==> src/rtl/calc_result_bcd.sv <==
// calc_result_bcd: signed calculator result -> range-checked sign-magnitude packed BCD
// Ports:
//   clk, rst          clock, synchronous active-high reset
//   start, result     conversion request (taken when ready=1) and signed NB-bit value
//   ready             high while idle and able to accept start
//   out_valid         one-cycle pulse when neg/overflow/bcd update
//   neg, overflow     sign of result, magnitude exceeds DIGITS decimal digits
//   bcd               packed BCD magnitude, digit 0 in bits [3:0]
module calc_result_bcd #(
    parameter int NB     = 64,
    parameter int DIGITS = 12
) (
    input  logic                clk,
    input  logic                rst,
    input  logic                start,
    input  logic [NB-1:0]       result,
    output logic                ready,
    output logic                out_valid,
    output logic                neg,
    output logic                overflow,
    output logic [4*DIGITS-1:0] bcd
);
    localparam int BW = 4 * DIGITS;
    localparam int CW = $clog2(NB);

    function automatic logic [NB-1:0] max_display();
        logic [NB-1:0] p = NB'(1);
        for (int i = 0; i < DIGITS; i++) p = p * NB'(10);
        return p - NB'(1);
    endfunction

    localparam logic [NB-1:0] MAX = max_display();

    typedef enum logic [1:0] {IDLE, CONV, DONE} state_t;

    state_t        r_state, w_next;
    logic [NB-1:0] r_mag, w_mag;
    logic [BW-1:0] r_acc, w_adj;
    logic [CW-1:0] r_cnt;
    logic          r_neg, r_ovf, w_accept, w_ovf;

    // No wrap for the most negative value: its negation is 2^(NB-1) as unsigned.
    assign w_mag    = result[NB-1] ? -result : result;
    assign w_ovf    = w_mag > MAX;
    // The out_valid cycle is spent in IDLE but is not yet ready for a new request.
    assign ready    = (r_state == IDLE) && !out_valid;
    assign w_accept = start && ready;

    for (genvar d = 0; d < DIGITS; d++) begin : g_adj
        assign w_adj[4*d +: 4] = (r_acc[4*d +: 4] >= 4'd5) ? r_acc[4*d +: 4] + 4'd3 : r_acc[4*d +: 4];
    end

    always_ff @(posedge clk) begin
        if (rst) r_state <= IDLE;
        else     r_state <= w_next;
    end

    always_comb begin
        w_next = r_state;
        unique case (r_state)
            IDLE:    if (w_accept) w_next = w_ovf ? DONE : CONV;
            CONV:    if (r_cnt == CW'(NB - 1)) w_next = DONE;
            default: w_next = IDLE;
        endcase
    end

    always_ff @(posedge clk) begin
        if (rst) begin
            r_mag     <= '0;
            r_acc     <= '0;
            r_cnt     <= '0;
            r_neg     <= 1'b0;
            r_ovf     <= 1'b0;
            out_valid <= 1'b0;
            neg       <= 1'b0;
            overflow  <= 1'b0;
            bcd       <= '0;
        end else begin
            out_valid <= 1'b0;
            if (w_accept) begin
                r_mag <= w_mag;
                r_neg <= result[NB-1];
                r_ovf <= w_ovf;
                r_acc <= '0;
                r_cnt <= '0;
            end
            if (r_state == CONV) begin
                {r_acc, r_mag} <= {w_adj, r_mag} << 1;
                r_cnt          <= r_cnt + CW'(1);
            end
            if (r_state == DONE) begin
                out_valid <= 1'b1;
                neg       <= r_neg;
                overflow  <= r_ovf;
                bcd       <= r_ovf ? '0 : r_acc;
            end
        end
    end
endmodule

==> config.mk <==
export PLATFORM = sky130hd
export DESIGN_NAME = calc_result_bcd
export DESIGN_NICKNAME = d
export VERILOG_FILES = /design/src/rtl/calc_result_bcd.sv
export SDC_FILE = /design/constraint.sdc
export NUM_CORES = 1
export LEC_CHECK = 0
export ABC_CLOCK_PERIOD_IN_PS = 4400
export CAP_MARGIN = 20
export CORE_MARGIN = 3
export CORE_UTILIZATION = 30
export CTS_CLUSTER_SIZE = 14
export DETAILED_ROUTE_END_ITERATION = 6
export GPL_TIMING_DRIVEN = 0
export REMOVE_ABC_BUFFERS = 1
export SYNTH_ARGS = -nofsm -noshare
export SYNTH_HDL_FRONTEND = slang
export SYNTH_SLANG_ARGS = --single-unit
export TNS_END_PERCENT = 20
==> constraint.sdc <==
create_clock -name clk -period 4.4 [get_ports clk]
set_input_delay 0.88 -clock clk [delete_from_list [all_inputs] [get_ports clk]]
set_output_delay 0.88 -clock clk [all_outputs]
set_load 0.01 [all_outputs]
# --- Word level (Yosys, flattened, before mapping) ---
# Cells that the tools add are included.
word_totals:
  register_bits: 173
  in_bits: 67
  out_inout_bits: 52
  word_cells: 75
op_classes:
  n_addsub: 14
  order_cmp: 13
  eq_ne: 5
  n_mux: 25
  n_reduce_logical: 7
ops:
  columns: ["cell", "count"]
  rows:
  - ["$mux 64", 3]
  - ["$mux 48", 3]
  - ["$gt 64x40->1 const B", 1]
  - ["$neg 64->64", 1]
  - ["$ge 4x3->1 const B", 12]
  - ["$add 4x2->4 const B", 11]
  - ["$mux 4", 11]
  - ["$mux 6", 2]
  - ["$add 6x1->6 const B", 1]
  - ["$eq 6x6->1 const B", 1]
  - ["$mux 2", 3]
  - ["$ne 2x2->1 const B", 2]
  - ["$pmux 2 s2", 1]
  - ["$add 3x2->3 const B", 1]
  - ["$mux 3", 1]
  - ["$eq 2x1->1 const B", 1]
  - ["$eq 2x2->1 const B", 1]
  - ["$logic_and 1x1->1", 2]
  - ["$logic_not 2->1", 1]
  - ["$reduce_and 2->1", 1]
  - ["$reduce_bool 2->1", 1]
  - ["$reduce_or 2->1", 1]
  - ["$logic_not 1->1", 1]
  - ["$mux 1", 1]

# --- Depth between registers and ports, before layout ---
# Gate-level depths: netlist (run 1).
depth:
  depth_word: 6
  mapped_depth: 13
  depth_no_buf: 12

# --- Least setup slack after synthesis (run 1) ---
# Ideal clock, no wire load.
synth_timing:
  path_kind: "in2reg"
  startpoint: "input port result[16]"
  endpoint: "register r_ovf"
  setup_time_ps: 137
  arrival_ps: 3453
  required_time_ps: 4263
  slack_ps: 810
  stages: 11
  n_path_buf: 1
  cell_sequence: "or4_1 -> buf_6 -> or2_4 -> or4b_4 -> o21ai_2 -> xor2_1 -> nand4b_1 -> nor4_1 -> nand4b_1 -> a211oi_2 -> a211oi_1"
synth_via:
  elab_chain_cells: 3
synth_lines:
  columns: ["item", "line_no", "source"]
  rows:
  - ["start, declared", "16", "input logic [NB-1:0] result,"]
  - ["$neg 64->64", "43", "assign w_mag = result[NB-1] ? -result : result;"]
  - ["$mux 64 *", "43", null]
  - ["$gt 64x40->1 *", "44", "assign w_ovf = w_mag > MAX;"]
  - ["end signal, assigned", "83", "r_ovf <= w_ovf;"]
  - ["end, declared", "40", "logic r_neg, r_ovf, w_accept, w_ovf;"]
# Every way passes the cells marked *; elsewhere a longest branch is shown, timed or not.
# A chain may end at the register's enable or synchronous reset.

# --- Worst setup path after layout (run 1) ---
# Same ends and word-level chain as after synthesis.

==> results_dict.tcl, run 1 <==
set metrics [dict create \
    crit_required_ps 4660 \
    vias_per_cell 5.30 \
    cpMostUsedCell "nand4b_1" \
    grt_use_total_pct 15.2 \
    synth_cells 1243 \
    grt_pass1_wl_um 43100 \
    antenna_found_initial 0 \
    critPathLaunch "result[16]" \
    grt_max_degree 109 \
    p_leak_nw 3.90 \
    h-tree-depth 4 \
    ys_types 60 \
    irDropWorstVdd_mv 0.245 \
    synth_edf_count 0 \
    min_period_ps 4220 \
    slowest_stage "or4_4" \
    slew_viol_final 0 \
    reg2reg_slack_ps 1680 \
    worstRegToRegCells 6 \
    fin_worst_skew_ps 10.5 \
    seqCellArea_sq_mm 0.00346 \
    crit_end "r_ovf$_SDFFE_PP0P_" \
    power.share.clock_pct 41.6 \
    path_clk_slew_ps 70 \
    synth_flop_cell "dfxtp_1" \
    comb_power_share_pct 12.6 \
    powerDensity_mw_per_mm2 303 \
    antenna-diode-count 0 \
    die_y_um 185 \
    fin_util_pct 38.2 \
    finalHoldViolCount 0 \
    drc 0 \
    post-dp-hpwl_um 17500 \
    yosysWarnings 0 \
    gp_congestion 0.832 \
    fp-row-count 64 \
    clock_path_buffers 2 \
    outcome "finished, final reports clean" \
    holdWs_ps 457 \
    cts_hold_buf 0 \
    tritoncts "built" \
    tns_ps 0 \
    root_buffer "clkbuf_16" \
    area_growth_syn_to_layout_pct 23.6 \
    synth_top_cell_by_area "dfxtp_1" \
    cpPeakStageDelay_ps 670 \
    switching_share_pct 27.3 \
    yosysMostFrequentCell "dfxtp_1" \
    crit_arrival_ps 4480 \
    design_area_sq_mm 0.0118 \
    layout-drive-gt1-share_pct 6.28 \
    drtIter0Drc 532 \
    synth_area_per_cell_sq_um 7.70 \
    grt_use_met2_pct 24.5 \
    rr_endpoint "r_mag[56]$_SDFFE_PP0P_" \
    async_flop_share_pct 0 \
    die_w_um 185 \
    start_kind "input pin" \
    ys_seq_elements 173 \
    syn-cell-area_sq_mm 0.00957 \
    multi_input_area_sq_mm 0.00570 \
    fmax_mhz 237 \
    avgRoutedWirePerCell_um 15.2 \
    sequentialPowerShare_pct 45.7 \
    synth_area_leaders "dfxtp_1, a21oi_1, nor2_1" \
    rsz0062_at_grt "no" \
    crit_type "input pin to flip-flop" \
    die_area_sq_mm 0.0341 \
    nets 1401 \
    grt_busiest_layer "met2" \
    reg2reg_from "r_state[1]$_SDFFE_PP0P_" \
    clock_latency_ps 430 \
    crit_fanout 10 \
    cts.sinks 173 \
    io_buffers 118 \
    nFillCells 3220 \
    worst_pin_slew_ps 914 \
    grt_pass1_vias 8433 \
    cap_violations 0 \
    cp_cell_sequence "clkdlybuf4s50_1, or4_4, or2_4, or4b_4, o21ai_2, xor2_1, nand4b_1, nor4_1, nand4b_1, a211oi_4, a211oi_1" \
    slew_headroom_pct 39.1 \
    hold_path.class "flip-flop to flip-flop" \
    synth_top_area_share_pct 36.2 \
    end_kind "flip-flop" \
    setup_viol 0 \
    wirelength_um 26100 \
    internal_power_w 0.00261 \
    ios 119 \
    met3_usage_pct 2.82 \
    first_pass_iters 5 \
    cts_buffers 17 \
    num_vias 9106 \
    start_util_pct 30.9 \
    use_met1_pct 21.3 \
    seq_area_frac_synth_pct 36.2 \
    placed_cell_area_sq_mm 0.0111 \
    ant_nets 0 \
    grt.overflow.total 0 \
    p_switching_w 0.000977 \
    synth_common_cells "dfxtp_1, nor2_1, a21oi_1, nand2_1, clkbuf_1" \
    finalCritPeriodShare_pct 95.9 \
    coreArea_sq_mm 0.0310 \
]
[power groups by stage]
| stage | logic [W] | registers [W] | clock network (W) |
|---|---|---|---|
| 3_3_place_gp | 0.000426 | 0.00169 | 0 |
| 3_5_place_dp | 0.000451 | 0.00167 | 0 |
| 6_report | 0.000453 | 0.00164 | 0.00149 |
| 5_1_grt | 0.000504 | 0.00164 | 0.00162 |
| 4_1_cts | 0.000452 | 0.00164 | 0.00155 |
| 2_1_floorplan | 0.000224 | 0.00167 | 0 |
[cell families (layout without fill, tap and decap cells)]
family / after synthesis / in the layout / synth area share, %
xor gates and xnor gates: 88 / 88 / 8.05
and+or+nand+nor: 506 / 506 / 25.9
DFF: 173 / 173 / 36.2
adders and majority gates: 26 / 26 / 3.40
AOI/OAI and AO/OA: 321 / 321 / 20.9
muxes: 5 / 5 / 0.536
buffers and inverters: 124 / 202 / 5.02
[cell usage in the layout, fill, tap and decap left out, types with 4 or more instances in the layout]
cell             synthesis  routed
nand3_1                 56      55
o31ai_1                 15      15
o21ai_0                 59      59
clkbuf_16                0      17
a31oi_1                 13      13
buf_12                   0       6
buf_16                   0       4
nor2_1                 158     156
nor4_1                  11      10
nor3b_1                 24      24
xor2_1                  42      42
nor3_1                  69      68
a221oi_1                32      32
nand4_1                 13      13
or3_1                   11      11
a21oi_1                136     136
o21a_1                   4       4
inv_1                   31      31
dfxtp_1                173     172
ha_1                    26      26
nor4b_1                  4       4
a22oi_1                 31      31
o41ai_1                 10      10
inv_6                    0       5
nand2_1                108     106
buf_4                    0      11
xnor2_1                 46      46
or4_1                    7       6
nand2b_1                15      14
mux2i_1                  4       4
clkdlybuf4s50_1          0     116
[metrics by stage]
stage                     power, W  std cells  worst slack (ps)
after floorplan            0.00190       1150             -2690
after global placement     0.00211       1664            -10650
after detailed placement   0.00213       1674              -665
after CTS                  0.00364       1710              70.7
after global routing       0.00377       1717              6.79
final                      0.00358       1717               181
[routing by layer]
metal	wire length (um)	share of wire [%]	up-vias
li1	-	-	4584
met1	12800	49	4266
met2	11800	45	232
met3	1210	4.6	24
met4	249	0.95	0
met5	0	0	-
[sequential cells by signal, indices dropped and copies added (netlist names)]
signal / cells
r_mag: 64
r_neg: 1
r_acc: 48
r_state: 2
neg: 1
r_ovf: 1
r_cnt: 6
bcd: 48
out_valid: 1
overflow: 1
[worst min path at each step]
stage,cells after the start,from,slack (ps),endpoint
after global routing,2,r_mag[2]$_SDFFE_PP0P_,470,r_mag[3]$_SDFFE_PP0P_
final,2,r_mag[3]$_SDFFE_PP0P_,460,r_mag[4]$_SDFFE_PP0P_
after floorplan,2,r_mag[63]$_SDFFE_PP0P_,430,r_acc[0]$_SDFFE_PP0P_
after CTS,2,r_mag[3]$_SDFFE_PP0P_,460,r_mag[4]$_SDFFE_PP0P_
after global placement,2,r_mag[2]$_SDFFE_PP0P_,440,r_mag[3]$_SDFFE_PP0P_
after detailed placement,2,r_mag[3]$_SDFFE_PP0P_,450,r_mag[4]$_SDFFE_PP0P_
[area by class of cell]
class	count	share of cell area, %
clock buffers	19	3.74
clock inverters	13	1.10
inverters	31	0.983
multi-input cells	946	48.1
flip-flops and latches	173	29.3
well taps	396	4.19
repair buffers	139	12.6
[worst max-delay path, delay by kind of cell]
family / cells / cell delay [ps]
AOI/OAI and AO/OA: 3 / 570
xor gates and xnor gates: 1 / 230
buffers and inverters: 1 / 530
and+or+nand+nor: 6 / 2260
[repair_timing]
action	4_1_cts	5_1_grt
pin swaps	2	3
endpoints found under the setup margin	3	3
resized for setup	1	6
setup buffers	4	7
Note: power is estimated with default switching activity, not from simulation.
==> inputs of run 2 (changes only) <==
--- a/config.mk
+++ b/config.mk
@@ -5,8 +5,7 @@
 export SDC_FILE = /design/constraint.sdc
 export NUM_CORES = 1
 export LEC_CHECK = 0
-export ABC_CLOCK_PERIOD_IN_PS = 4400
-export CAP_MARGIN = 20
+export ABC_CLOCK_PERIOD_IN_PS = 5300
 export CORE_MARGIN = 3
 export CORE_UTILIZATION = 30
 export CTS_CLUSTER_SIZE = 14
==> constraint.sdc (replaced) <==
create_clock -name clk -period 5.3 [get_ports clk]
set_input_delay 1.06 -clock clk [delete_from_list [all_inputs] [get_ports clk]]
set_output_delay 1.06 -clock clk [all_outputs]
set_load 0.01 [all_outputs]
==> results_dict.tcl, run 2 (synthesized netlist as in run 1, its figures left out) <==
set metrics [dict create \
    cp_cell_sequence "clkdlybuf4s50_1, or4_1, nor4_1, nand4_1, o41ai_1, xor2_1, nand4_1, nor4_1, nand4b_1, a211oi_2, a211oi_1" \
    powerDensity_mw_per_mm2 260 \
    drc 0 \
    vias_per_cell 5.32 \
    tritoncts "built" \
    irDropWorstVdd_mv 0.226 \
    reg2reg_from "r_state[1]$_SDFFE_PP0P_" \
    final_common_cell "dfxtp_1" \
    fin_ws_ps 422 \
    cap_violations 0 \
    die_y_um 185 \
    postCtsSetupBuffers 0 \
    grt.overflow.total 0 \
    slew_headroom_pct 40.1 \
    crit_fanout 7 \
    cts_buffers 17 \
    p_leak_nw 3.87 \
    io_buffers 118 \
    crit_arrival_ps 5140 \
    first_pass_iters 5 \
    wirelength_um 25800 \
    grt_pass1_wl_um 43200 \
    ant_nets 0 \
    antenna_found_initial 0 \
    die_w_um 185 \
    cts.sinks 173 \
    outcome "finished, final reports clean" \
    regMostFlops "r_mag" \
    coreArea_sq_mm 0.0310 \
    final_cell_mix "dfxtp_1, nor2_1, a21oi_1" \
    clock_path_buffers 2 \
    area_growth_syn_to_layout_pct 22.9 \
    root_buffer "clkbuf_16" \
    drtIter0Drc 538 \
    pre_cts_ws_ps 50.1 \
    grt_use_total_pct 15.2 \
    grt_max_degree 109 \
    hp-start "r_mag[3]$_SDFFE_PP0P_" \
    rsz0062_at_grt "no" \
    largest_reg_flops 64 \
    slowest_stage "or4_1" \
    finalHoldViolCount 0 \
    worst_pin_slew_ps 899 \
    cpPeakStageDelay_ps 640 \
    fmax_mhz 205 \
    cts_hold_buf 0 \
    gp_congestion 0.832 \
    start_kind "input pin" \
    slew_viol_final 0 \
    fp-row-count 64 \
    hold_path.class "flip-flop to flip-flop" \
    nets 1390 \
    crit_required_ps 5560 \
    design_area_sq_mm 0.0118 \
    start_util_pct 30.9 \
    path_clk_slew_ps 70 \
    antenna-diode-count 0 \
    setup_viol 0 \
    fin_worst_skew_ps 11.4 \
    end_kind "flip-flop" \
    reg_top3 "r_mag: 64 flops, bcd: 48 flops, r_acc: 48 flops" \
    h-tree-depth 4 \
    post-dp-hpwl_um 17500 \
    layout-drive-gt1-share_pct 5.11 \
    grt_pass1_vias 8529 \
    clock_latency_ps 430 \
    num_vias 9081 \
    placed_cell_area_sq_mm 0.0111 \
    min_period_ps 4880 \
    avgRoutedWirePerCell_um 15.1 \
    ctsResizeCount 0 \
    crit_type "input pin to flip-flop" \
    die_area_sq_mm 0.0341 \
    critPathLaunch "result[23]" \
    finalCritPeriodShare_pct 92.0 \
    ios 119 \
]
[run 2: changes by cell type in the layout (fill, tap and decap cells not counted), sizes merged]
cell / before / now
inv: 38 / 37
clkinv: 3 / 2
clkbuf: 19 / 20
bufinv: 1 / 2
buf: 23 / 12
[run 2: through the flow]
stage	utilization, %	hold slack, ps	TNS, ps	total power, W	std cells
6_report	38.0	454	0	0.00306	1706
5_1_grt	38.0	474	0	0.00320	1706
4_1_cts	38.0	459	0	0.00310	1706
3_5_place_dp	36.0	449	0	0.00176	1674
3_3_place_gp	35.1	442	-866790	0.00175	1664
2_1_floorplan	-	425	-134060	0.00157	1150
[run 2: where the power goes]
part | total (W) | switching, W | internal, W
combinational | 0.000372 | 0.000220 | 0.000151
clock | 0.00132 | 0.000575 | 0.000748
sequential | 0.00136 | 0.0000230 | 0.00134
total | 0.00306 | 0.000818 | 0.00224
[run 2: critical path, delay by kind of cell]
family          cells  cell delay, ps
simple gates        6            2330
compound gates      3             940
xor+xnor            1             230
buf+inv             1             560
[run 2: final timing paths]
| path | slack (ps) | cells past startpoint | to |
|---|---|---|---|
| min | 450 | 2 | r_mag[4]$_SDFFE_PP0P_ |
| min reg2reg | 450 | 2 | r_mag[4]$_SDFFE_PP0P_ |
| max | 420 | 11 | r_ovf$_SDFFE_PP0P_ |
| max reg2reg | 2630 | 6 | r_mag[32]$_SDFFE_PP0P_ |
[run 2: cell type report]
| class | count | area, sq um |
|---|---|---|
| Fill cell | 3226 | 19200 |
| Multi-Input combinational cell | 946 | 5660 |
| Sequential cell | 173 | 3460 |
| Timing Repair Buffer | 128 | 1410 |
| Tap cell | 396 | 495 |
| Clock buffer | 20 | 467 |
| Clock inverter | 12 | 150 |
| Inverter | 31 | 116 |
[run 2: metal layers]
metal / vias to the layer above / wire length, um / share of wire (%) / global-route usage [%]
met5: - / 0 / 0 / 0
met4: 0 / 222 / 0.86 / 3.00
met3: 16 / 1170 / 4.5 / 3.63
met2: 218 / 11600 / 45 / 24.3
met1: 4300 / 12800 / 50 / 21.1
li1: 4547 / - / - / -
==> inputs of run 3 (changes only) <==
--- a/config.mk
+++ b/config.mk
@@ -5,6 +5,7 @@
 export SDC_FILE = /design/constraint.sdc
 export NUM_CORES = 1
 export LEC_CHECK = 0
+export ABC_AREA = 1
 export ABC_CLOCK_PERIOD_IN_PS = 5300
 export CORE_MARGIN = 3
 export CORE_UTILIZATION = 30
==> results_dict.tcl, run 3 <==
set metrics [dict create \
    finalHoldViolCount 0 \
    finalCritPeriodShare_pct 73.9 \
    seq_area_frac_synth_pct 33.4 \
    nets 1877 \
    yosysMostFrequentCell "nand2_1" \
    ios 119 \
    h-tree-depth 4 \
    ctsResizeCount 0 \
    antenna_found_initial 0 \
    finalNonFillerCells 2245 \
    layout-drive-gt1-share_pct 5.01 \
    worst_pin_slew_ps 1140 \
    grt_max_degree 120 \
    setup_viol 0 \
    antenna-diode-count 0 \
    final_common_cell "nand2_1" \
    gp_congestion 0.907 \
    worstRegToRegCells 7 \
    async_flop_share_pct 0 \
    crit_arrival_ps 4240 \
    multi_input_area_sq_mm 0.00606 \
    coreArea_sq_mm 0.0338 \
    power_w 0.00309 \
    synth_area_leaders "dfxtp_1, nand2_1, nor2_1" \
    synth_area_per_cell_sq_um 6.08 \
    min_period_ps 3920 \
    rsz0062_at_grt "no" \
    die_y_um 192 \
    clock_latency_ps 450 \
    clock_path_buffers 2 \
    fmax_mhz 255 \
    syn-cell-area_sq_mm 0.0104 \
    path_clk_slew_ps 80 \
    fp-row-count 67 \
    final_cell_mix "nand2_1, nor2_1, dfxtp_1" \
    regMostFlops "r_mag" \
    outcome "finished, final reports clean" \
    ys_types 36 \
    area_growth_syn_to_layout_pct 21.5 \
    fin_worst_skew_ps 15.0 \
    cap_violations 0 \
    hold_path.class "flip-flop to flip-flop" \
    wirelength_um 30800 \
    grt_use_total_pct 16.8 \
    dp_cells 2213 \
    synth_common_cells "nand2_1, nor2_1, dfxtp_1, inv_1, a21oi_1" \
    crit_type "flip-flop to flip-flop" \
    powerDensity_mw_per_mm2 245 \
    num_vias 10700 \
    synth_cells 1708 \
    die_area_sq_mm 0.0369 \
    grt_pass1_vias 9640 \
    slew_headroom_pct 23.2 \
    end_kind "flip-flop" \
    placed_cell_area_sq_mm 0.0120 \
    synth_edf_count 0 \
    root_buffer "clkbuf_16" \
    cts_hold_buf 0 \
    postCtsSetupBuffers 0 \
    nFillCells 3633 \
    holdWs_ps 460 \
    design_area_sq_mm 0.0126 \
    tritoncts "built" \
    first_pass_iters 5 \
    slew_viol_final 0 \
    p_leak_nw 4.69 \
    reg_top3 "r_mag: 64 flops, bcd: 48 flops, r_acc: 48 flops" \
    synth_top_cell_by_area "dfxtp_1" \
    reg2reg_slack_ps 1380 \
    pre_cts_ws_ps 1340 \
    drc 0 \
    whs_path_depth 2 \
    ant_nets 0 \
    avgRoutedWirePerCell_um 13.7 \
    yosysWarnings 0 \
    vias_per_cell 4.79 \
    crit_fanout 113 \
    synth_flop_cell "dfxtp_1" \
    die_w_um 192 \
    crit_required_ps 5620 \
    grt_pass1_wl_um 50000 \
    start_kind "flip-flop" \
    grt.overflow.total 0 \
    start_util_pct 30.7 \
    fin_ws_ps 1380 \
    drtIter0Drc 755 \
    io_buffers 118 \
    ys_seq_elements 173 \
    irDropWorstVdd_mv 0.227 \
    post-dp-hpwl_um 22500 \
    seqCellArea_sq_mm 0.00346 \
    cts.sinks 173 \
    largest_reg_flops 64 \
    synth_top_area_share_pct 33.4 \
    cts_buffers 17 \
]
[run 3: cell types whose count changed in the layout (fill, tap and decap cells not counted), sizes merged, moves of 42 or more]
cell   change
nand2    +557
inv      +124
nor3      -56
a31oi     +48
nor2      +46
xnor2     -42
[run 3: final timing paths]
path | startpoint | end
worst min-delay path | r_neg$_SDFFE_PP0P_ | r_neg$_SDFFE_PP0P_
worst max register to register | r_state[0]$_SDFFE_PP0P_ | r_acc[32]$_SDFFE_PP0P_
worst max-delay path | r_state[0]$_SDFFE_PP0P_ | r_acc[32]$_SDFFE_PP0P_
worst min register to register | r_neg$_SDFFE_PP0P_ | r_neg$_SDFFE_PP0P_
[run 3: layer usage]
layer | routed length, um | share of wire [%] | track usage [%]
met5 | 0 | 0 | 0
met4 | 448 | 1.5 | 4.74
met3 | 1370 | 4.4 | 2.46
met2 | 14000 | 45 | 26.9
met1 | 15000 | 49 | 23.4
[run 3: critical path, cell delays in order (launching register included)]
cell	delay, ps
dfxtp_1	350
inv_1	80
nor2_4	550
clkinv_1	1100
nand2_1	490
clkinv_4	670
a21oi_1	360
nor2_1	60
[run 3: layout make-up]
cell class                      instances  area share [%]
Clock buffer                           17            3.38
Clock inverter                         15            1.33
Inverter                              158            4.75
Multi-Input combinational cell       1309            48.1
Sequential cell                       173            27.5
Tap cell                              448            4.45
Timing Repair Buffer                  125            10.5
[run 3: cells by family (layout without fill, tap and decap cells)]
kind of cell	Yosys count	count (layout)	synth area share [%]
compound gates	253	253	13.3
xor+xnor	26	26	2.19
fa+ha+maj	26	26	3.13
buf+inv	226	315	8.34
flops	173	173	33.4
simple gates	1004	1004	39.6
[run 3: report_power, final]
group | switching, W | total, W | internal [W]
clock | 0.000646 | 0.00128 | 0.000634
sequential | 0.0000223 | 0.00137 | 0.00134
combinational | 0.000295 | 0.000448 | 0.000153
total | 0.000964 | 0.00309 | 0.00213
[run 3: per-stage QoR]
step	setup TNS [ps]	util, %
6_report	0	37.3
5_1_grt	0	37.3
4_1_cts	0	37.3
3_5_place_dp	0	35.6
3_3_place_gp	-953970	35.1
2_1_floorplan	-229910	-
